### src/rtl/wb_cdb_arbiter.sv
// Writeback arbiter: drains stale-epoch FU results and forwards one live result per cycle
// onto a registered common data bus using round-robin priority.
`ifndef ROB_W
`define ROB_W 6
`endif
`ifndef PHYS_W
`define PHYS_W 7
`endif

module wb_cdb_arbiter #(
  parameter int unsigned NUM_FU     = 3,
  parameter int unsigned DROP_CNT_W = 16
) (
  input  logic                         clk,
  input  logic                         rst_n,
  input  logic [NUM_FU-1:0]            fu_wb_valid,
  output logic [NUM_FU-1:0]            fu_wb_ready,
  input  logic [NUM_FU*32-1:0]         fu_wb_pc,
  input  logic [NUM_FU-1:0]            fu_wb_uses_rd,
  input  logic [NUM_FU*`ROB_W-1:0]     fu_wb_rob_idx,
  input  logic [NUM_FU*`PHYS_W-1:0]    fu_wb_prd_new,
  input  logic [NUM_FU*2-1:0]          fu_wb_epoch,
  input  logic [NUM_FU*32-1:0]         fu_wb_data,
  input  logic [1:0]                   cur_epoch,
  input  logic                         flush,
  output logic                         cdb_valid,
  output logic [31:0]                  cdb_pc,
  output logic                         cdb_uses_rd,
  output logic [`ROB_W-1:0]            cdb_rob_idx,
  output logic [`PHYS_W-1:0]           cdb_prd_new,
  output logic [1:0]                   cdb_epoch,
  output logic [31:0]                  cdb_data,
  output logic [DROP_CNT_W-1:0]        drop_cnt
);

  localparam int unsigned RobW = `ROB_W;
  localparam int unsigned PhysW = `PHYS_W;
  localparam int unsigned IdxW = (NUM_FU > 1) ? $clog2(NUM_FU) : 1;
  localparam int unsigned CntW = $clog2(NUM_FU + 1);

  logic [NUM_FU-1:0]     stale;
  logic [NUM_FU-1:0]     live;
  logic [NUM_FU-1:0]     grant;
  logic                  grant_found;
  logic [IdxW-1:0]       grant_idx;
  logic [IdxW-1:0]       rr_q, rr_d;
  logic [CntW-1:0]       stale_cnt;
  logic [DROP_CNT_W:0]   drop_sum;
  logic [DROP_CNT_W-1:0] drop_cnt_q, drop_cnt_d;

  logic                  cdb_valid_q;
  logic [31:0]           cdb_pc_q, pc_sel;
  logic                  cdb_uses_rd_q, uses_rd_sel;
  logic [RobW-1:0]       cdb_rob_idx_q, rob_idx_sel;
  logic [PhysW-1:0]      cdb_prd_new_q, prd_new_sel;
  logic [1:0]            cdb_epoch_q, epoch_sel;
  logic [31:0]           cdb_data_q, data_sel;

  // Classification: stale ports drain regardless of flush; live ports compete only without flush.
  always_comb begin
    stale     = '0;
    live      = '0;
    stale_cnt = '0;
    for (int unsigned i = 0; i < NUM_FU; i++) begin
      stale[i]  = fu_wb_valid[i] && (fu_wb_epoch[i*2 +: 2] != cur_epoch);
      live[i]   = fu_wb_valid[i] && (fu_wb_epoch[i*2 +: 2] == cur_epoch) && !flush;
      stale_cnt = stale_cnt + CntW'(stale[i]);
    end
  end

  // Round-robin search starting at rr_q, wrapping modulo NUM_FU.
  always_comb begin
    int unsigned idx;
    idx         = 0;
    grant       = '0;
    grant_found = 1'b0;
    grant_idx   = '0;
    for (int unsigned k = 0; k < NUM_FU; k++) begin
      idx = (int'(rr_q) + k) % NUM_FU;
      if (!grant_found && live[idx]) begin
        grant_found = 1'b1;
        grant_idx   = IdxW'(idx);
      end
    end
    if (grant_found) begin
      grant[grant_idx] = 1'b1;
    end
  end

  always_comb begin
    rr_d = rr_q;
    if (grant_found) begin
      rr_d = (grant_idx == IdxW'(NUM_FU - 1)) ? '0 : grant_idx + IdxW'(1);
    end
  end

  always_comb begin
    drop_sum   = {1'b0, drop_cnt_q} + (DROP_CNT_W + 1)'(stale_cnt);
    drop_cnt_d = drop_sum[DROP_CNT_W] ? '1 : drop_sum[DROP_CNT_W-1:0];
  end

  always_comb begin
    pc_sel      = '0;
    uses_rd_sel = 1'b0;
    rob_idx_sel = '0;
    prd_new_sel = '0;
    epoch_sel   = '0;
    data_sel    = '0;
    for (int unsigned i = 0; i < NUM_FU; i++) begin
      if (grant[i]) begin
        pc_sel      = fu_wb_pc[i*32 +: 32];
        uses_rd_sel = fu_wb_uses_rd[i];
        rob_idx_sel = fu_wb_rob_idx[i*RobW +: RobW];
        prd_new_sel = fu_wb_prd_new[i*PhysW +: PhysW];
        epoch_sel   = fu_wb_epoch[i*2 +: 2];
        data_sel    = fu_wb_data[i*32 +: 32];
      end
    end
  end

  always_ff @(posedge clk or negedge rst_n) begin
    if (!rst_n) begin
      rr_q          <= '0;
      drop_cnt_q    <= '0;
      cdb_valid_q   <= 1'b0;
      cdb_pc_q      <= '0;
      cdb_uses_rd_q <= 1'b0;
      cdb_rob_idx_q <= '0;
      cdb_prd_new_q <= '0;
      cdb_epoch_q   <= '0;
      cdb_data_q    <= '0;
    end else begin
      rr_q        <= rr_d;
      drop_cnt_q  <= drop_cnt_d;
      cdb_valid_q <= grant_found;
      if (grant_found) begin
        cdb_pc_q      <= pc_sel;
        cdb_uses_rd_q <= uses_rd_sel;
        cdb_rob_idx_q <= rob_idx_sel;
        cdb_prd_new_q <= prd_new_sel;
        cdb_epoch_q   <= epoch_sel;
        cdb_data_q    <= data_sel;
      end
    end
  end

  assign fu_wb_ready = rst_n ? (stale | grant) : '0;
  assign cdb_valid   = cdb_valid_q;
  assign cdb_pc      = cdb_pc_q;
  assign cdb_uses_rd = cdb_uses_rd_q;
  assign cdb_rob_idx = cdb_rob_idx_q;
  assign cdb_prd_new = cdb_prd_new_q;
  assign cdb_epoch   = cdb_epoch_q;
  assign cdb_data    = cdb_data_q;
  assign drop_cnt    = drop_cnt_q;

endmodule
### config.mk
export PLATFORM = sky130hd
export DESIGN_NAME = wb_cdb_arbiter
export DESIGN_NICKNAME = d
export VERILOG_FILES = /design/src/rtl/wb_cdb_arbiter.sv
export SDC_FILE = /design/constraint.sdc
export NUM_CORES = 1
export LEC_CHECK = 0
export ABC_AREA = 0
export ABC_CLOCK_PERIOD_IN_PS = 6100
export CAP_MARGIN = 20
export CORE_ASPECT_RATIO = 0.5
export CORE_MARGIN = 3
export CORE_UTILIZATION = 43
export CTS_BUF_LIST = sky130_fd_sc_hd__clkbuf_16
export DETAILED_ROUTE_END_ITERATION = 8
export GPL_TIMING_DRIVEN = 0
export PLACE_DENSITY_LB_ADDON = 0.08
export SYNTH_ARGS = -nofsm -noshare
export SYNTH_HDL_FRONTEND = slang
export SYNTH_SLANG_ARGS = --single-unit
### constraint.sdc
create_clock -name clk -period 6.1 [get_ports clk]
set_input_delay 1.22 -clock clk [delete_from_list [all_inputs] [get_ports clk]]
set_output_delay 1.22 -clock clk [all_outputs]
set_load 0.01 [all_outputs]
==> flow_summary.yaml, run 1 <==
global_routing:
  grt_pass1_vias: 6694
  grt_pass1_wl_um: 36430
  grt_use_total: 0.2814
  grt_max_degree: 64
  antenna_found_initial: 0
  grt-ovfl-total: 0
clock_tree:
  root_buffer: "clkbuf_16"
  hold_buffers: 0
  clock_latency_ps: 350
  cts-buffers-inserted: 9
  post_cts_resized: 0
  clk_path_buf_depth: 2
  clk_pin_slew_worst_paths_ps: 70
  cts_setup_buffers: 0
  h-tree-depth: 3
  cts.sinks: 99
  cts_tree: "built"
critical_path:
  max_stage_delay_ps: 820
  crit_buf_inv: 4
  cp_slowest_cell: "a211oi_2"
  crit_chain: "clkdlybuf4s50_1 > xor2_1 > or3_4 > nand3_1 > a211oi_2 > or2_1 > buf_6 > buf_6 > o21a_1 > clkdlybuf4s50_1"
  worstReg2RegEnd: "cdb_rob_idx[3]"
  required_ps: 4880
  timing.rr.start: "rr_q[1]"
  path_delay_family: "buffers and inverters"
  start_kind: "input port"
  end_kind: "output pin"
  reg2regPathDepth: 9
  arrival_ps: 4450
  path_max_fanout: 10
  worstSetupPathType: "in2out"
  reg2reg_setup_slack_ps: 2970
sta:
  min_period_over_period: 0.9290
  relSlewSlack: 0.2455
  finalClockSkew_ps: 11.26
  tightest_slew_ps: 1132
  slew_viol_final: 0
  max_freq_mhz: 176.5
  finalHoldViolCount: 0
  rsz0062_at_grt: "no"
  setup_viol: 0
  period_needed_ps: 5667
floorplan:
  die_y_um: 92.31
  ios: 348
  dieArea_mm2: 0.01649
  die_w_um: 178.6
  core_area_mm2: 0.01404
  start_util: 0.4563
  num_rows: 30
place:
  dp_hpwl_um: 18260
  place.port_buffers: 347
  globalplace.congestion: 0.8312
  dp.cells: 1132
pwr:
  p_seq_frac: 0.263
  internal-power_w: 0.002751
  pwr-share-comb: 0.617
  switchingPower_w: 0.001843
  p_per_area_mw_per_mm2: 441.1
  sw_frac_of_total: 0.4012
  irDropWorstVdd_mv: 0.2533
  p_clk_frac: 0.120
  p_leak_nw: 4.159
job:
  maxCapViolations: 0
synthesis:
  synthArstFlopShare: 1.000
  synth_cells: 592
  synth.distinct_cells: 47
  post-synth-top-area-cell: "dfrtp_1"
  synthFlopType: "dfrtp_1"
  synthTopCellsByArea: "dfrtp_1 39%, a211oi_2 15%, o22ai_2 14%"
  synth_seq_cells: 99
  synth_top_cell_area_share: 0.3867
  yosys_warnings: 0
  syn_nets: 847
  synthesis.area_mm2: 0.006406
  syn_avg_cell_area_um2: 10.82
  synth_edf_count: 0
  ys_seq_area_frac: 0.3867
finish:
  fill_cells: 1065
  layout-drive-gt1-share: 0.2228
  fin_cells: 1148
  final_nets: 1206
  area_delta_synth_final_pct: 62.56
  num_antenna_cells: 0
  fin_util: 0.7418
detailed_routing:
  drtIter0Drc: 267
  ant_nets: 0
  drt_wl_total_um: 23840
  vias: 6297
  post_drt_wl_per_cell_um: 20.76
  via_per_inst: 5.485
  dr.pass1.iters: 4
  drc: 0
hold_path:
  min_from: "drop_cnt[11]"
  worstHoldPathType: "reg2reg"
  min_to: "drop_cnt[11]"
  whs_path_depth: 2
status:
  outcome: "completed"
layer usage:
layer	share of wire	wire, µm	GRT usage	vias to the layer above
met1	0.39	9219	0.3390	3089
met5	0	0	0	-
met2	0.51	12170	0.5014	236
li1	-	-	-	2934
met4	0.023	557	0.07319	0
met3	0.079	1894	0.07248	38
cells by family after synthesis:
group | synth area share
adders and majority gates | 0.01602
xor gates and xnor gates | 0.02188
DFF | 0.3867
buffers and inverters | 0.1111
AOI/OAI and AO/OA | 0.3375
muxes | 0.001563
and+or+nand+nor | 0.1252
placed cells by master, fill, tap and decap left out, drive strengths merged, types with 2 or more instances in the layout:
| cell type | instances |
|---|---|
| a31oi | 2 |
| nand4 | 4 |
| clkdlybuf4s50 | 346 |
| nor4 | 80 |
| or2 | 3 |
| a21boi | 3 |
| nand2b | 4 |
| fa | 2 |
| xnor2 | 7 |
| clkinv | 4 |
| ha | 5 |
| a21oi | 7 |
| o22ai | 79 |
| o21a | 2 |
| o221ai | 2 |
| clkbuf | 20 |
| inv | 88 |
| nand2 | 20 |
| dfrtp | 99 |
| nand3 | 10 |
| o21ai | 3 |
| nor2b | 3 |
| buf | 45 |
| and3 | 3 |
| nor3 | 6 |
| clkinvlp | 2 |
| xor2 | 9 |
| or3 | 2 |
| a211oi | 82 |
| nor2 | 4 |
area by class of cell:
type / instances / area (µm²) / area share
Timing Repair Buffer: 348 / 3498 / 0.3359
Multi-Input combinational cell: 352 / 3217 / 0.3089
Sequential cell: 99 / 2477 / 0.2379
Buffer: 54 / 385.4 / 0.03701
Inverter: 87 / 326.6 / 0.03136
Tap cell: 192 / 240.2 / 0.02307
Clock buffer: 9 / 225.2 / 0.02163
Clock inverter: 7 / 43.79 / 0.004205
power groups by stage:
stage               Clock [W]  Combinational, W  Sequential [W]
finish               0.000551           0.00283         0.00121
global route         0.000583           0.00303         0.00124
CTS                  0.000558           0.00285         0.00121
detailed placement          0           0.00283         0.00122
global placement            0           0.00276         0.00120
floorplan                   0           0.00155         0.00133
per-stage QoR:
stage	hold slack [ps]	setup TNS (ps)	worst slack (ps)	total power (W)	cell area, µm²
6_report	571.4	0	432.8	0.004593	10410
5_1_grt	597.6	0	225.2	0.004856	10410
4_1_cts	575.4	0	437.6	0.004615	10410
3_5_place_dp	556.2	0	418.0	0.004051	10140
3_3_place_gp	558.6	-41110	-1405	0.003965	10120
2_1_floorplan	538.2	0	2085	0.002878	6406
sequential cells by signal, indices dropped and copies added (netlist names):
register / cells
cdb_epoch: 2
rr_q: 2
cdb_valid: 1
cdb_uses_rd: 1
cdb_rob_idx: 6
cdb_prd_new: 7
cdb_pc: 32
drop_cnt: 16
cdb_data: 32
tightest hold or removal path: stages, from the launching register on:
cell and delay [ps]:
dfrtp_1 400, xor2_1 80, nand2_1 50
Yosys cell counts, types with 9 or more instances:
library cell / count
clkbuf_1: 11
a211oi_2: 79
o22ai_1: 9
buf_4: 9
buf_2: 17
inv_1: 87
nor4_1: 80
nand2_1: 20
xor2_1: 9
dfrtp_1: 99
nand3_1: 10
buf_6: 17
o22ai_2: 70
worst max path at each step:
stage / from / to / cells past startpoint
floorplan: cur_epoch[1] / fu_wb_ready[1] / 8
global placement: rst_n / fu_wb_ready[0] / 3
detailed placement: cur_epoch[0] / fu_wb_ready[1] / 10
CTS: cur_epoch[0] / fu_wb_ready[1] / 10
global route: cur_epoch[0] / fu_wb_ready[1] / 10
finish: cur_epoch[0] / fu_wb_ready[1] / 10
No activity file was read; power rests on OpenSTA's default activity.
==> run 2: changes to the inputs <==
ABC_CLOCK_PERIOD_IN_PS = not set   (was 6100)
CORE_UTILIZATION = 40   (was 43)
clock period = 5.8 ns   (was 6.1 ns; I/O delays follow)
==> run 2 against run 1 <==
- sequential cell count unchanged
- count of clock-buffer cells in the layout stayed put
- clock power is 10% higher
- register-to-register slack worse by 70 ps
- non-clock buffer count is 1 higher
- die area up 7.1%
- critical path depth stayed put
- combinational power grew 5%
- total power is 5.3% higher
- sequential share of layout area decreased by 0.083 points
- sequential power is 5% higher
- largest power group unchanged
- highest routed layer unchanged
==> flow_summary.yaml, run 2 (synthesized netlist as in run 1, its figures left out) <==
critical_path:
  crit_buf_inv: 4
  required_ps: 4640
  path_max_fanout: 10
  start_kind: "input port"
  arrival_ps: 4360
  max_stage_delay_ps: 770
  crit_chain: "clkdlybuf4s50_1 > xor2_1 > or3_4 > nand3_1 > a211oi_2 > or2_1 > buf_6 > buf_6 > o21a_1 > clkdlybuf4s50_1"
  path_delay_family: "buffers and inverters"
  end_kind: "output pin"
  worstSetupPathType: "in2out"
  cp_slowest_cell: "a211oi_2"
clock_tree:
  cts-buffers-inserted: 9
  post_cts_resized: 0
  clock_latency_ps: 350
  clk_path_buf_depth: 2
  cts.sinks: 99
  h-tree-depth: 3
  cts_setup_buffers: 0
  root_buffer: "clkbuf_16"
  clk_pin_slew_worst_paths_ps: 70
  hold_buffers: 0
  cts_tree: "built"
detailed_routing:
  vias: 6231
  drt_wl_total_um: 23150
  top_layer: "met4"
  ant_nets: 0
  met3_length_um: 1515
  wl_met2_um: 11760
  drtIter0Drc: 228
  dr.pass1.iters: 4
  post_drt_wl_per_cell_um: 19.97
  wl_met1_um: 9521
  drc: 0
  via_per_inst: 5.376
floorplan:
  start_util: 0.4124
  num_rows: 32
  die_y_um: 95.49
  dieArea_mm2: 0.01766
  core_area_mm2: 0.01553
  die_w_um: 185.0
  ios: 348
sta:
  finalHoldViolCount: 0
  min_period_over_period: 0.9518
  tightest_slew_ps: 864.7
  period_needed_ps: 5520
  finalClockSkew_ps: 10.56
  setup_tns_ps: 0
  max_freq_mhz: 181.2
  relSlewSlack: 0.4225
  rsz0062_at_grt: "no"
  slew_viol_final: 0
  setup_viol: 0
  holdWs_ps: 555.4
finish:
  final_common_cell: "clkdlybuf4s50_1"
  fin_cells: 1159
  num_antenna_cells: 0
  stdcell_area_mm2: 0.01045
  final_nets: 1207
  final_cell_mix: "346 x clkdlybuf4s50_1, 99 x dfrtp_1, 88 x inv_1"
  area_delta_synth_final_pct: 63.12
  layout-drive-gt1-share: 0.2241
place:
  globalplace.congestion: 0.8682
  postPlaceCellArea_mm2: 0.01016
  dp.cells: 1144
  place.port_buffers: 347
  dp_hpwl_um: 17560
global_routing:
  grt_pass1_wl_um: 34290
  antenna_found_initial: 0
  grt_pass1_vias: 6440
  grt_max_degree: 63
  grt-ovfl-total: 0
  grt_use_total: 0.2476
pwr:
  irDropWorstVdd_mv: 0.2517
  p_leak_nw: 4.174
  p_per_area_mw_per_mm2: 462.7
hold_path:
  worstHoldPathType: "reg2reg"
job:
  maxCapViolations: 0
status:
  outcome: "completed"
[run 2: final timing paths]
| path | startpoint | endpoint | slack, ps | cells after the start |
|---|---|---|---|---|
| worst min register to register | drop_cnt[11] | drop_cnt[11] | 560 | 2 |
| worst min-delay path | drop_cnt[11] | drop_cnt[11] | 560 | 2 |
| worst max-delay path | cur_epoch[0] | fu_wb_ready[1] | 280 | 10 |
| max in group asynchronous | rst_n | drop_cnt[4] | 4250 | 2 |
| worst max register to register | rr_q[1] | cdb_data[30] | 2900 | 10 |
| min in group asynchronous | rst_n | cdb_data[11] | 810 | 1 |
[run 2: stage by stage]
stage	utilization	setup slack [ps]	total power, W
6_report	0.6727	279.7	0.004836
5_1_grt	0.6727	80.39	0.005121
4_1_cts	0.6722	233.6	0.004865
3_5_place_dp	0.6540	246.3	0.004241
3_3_place_gp	0.6524	-1598	0.004177
2_1_floorplan	-	1905	0.003027
[run 2: worst register-to-register path, cell delays in order (launching register included)]
cell and delay [ps]:
dfrtp_1 400, inv_1 80, ha_1 310, inv_1 120
a31oi_1 180, o21ai_1 100, a21oi_1 530, buf_4 280
clkbuf_1 450, nor4_1 140, a211oi_2 220
[run 2: layout make-up]
class	instances	area, µm²
plain buffers	54	385.4
clock buffers	9	225.2
clock inverters	5	57.56
fillers	1236	5085
inverters	87	326.6
multi-input cells	352	3217
flip-flops and latches	99	2477
well taps	204	255.2
repair buffers	349	3506
[run 2: where the power goes]
part           leakage [nW]  switching (W)  internal [W]  total, W
Clock                 0.135       0.000278      0.000330  0.000608
Combinational          2.91        0.00138       0.00157   0.00296
Sequential             1.13       0.000242       0.00103   0.00127
Total                  4.17        0.00190       0.00293   0.00484
[run 2: layer usage]
layer	track usage	vias to the layer above
li1	-	2945
met2	0.4451	210
met3	0.06364	25
met1	0.3032	3051
met5	0	-
met4	0.05178	0
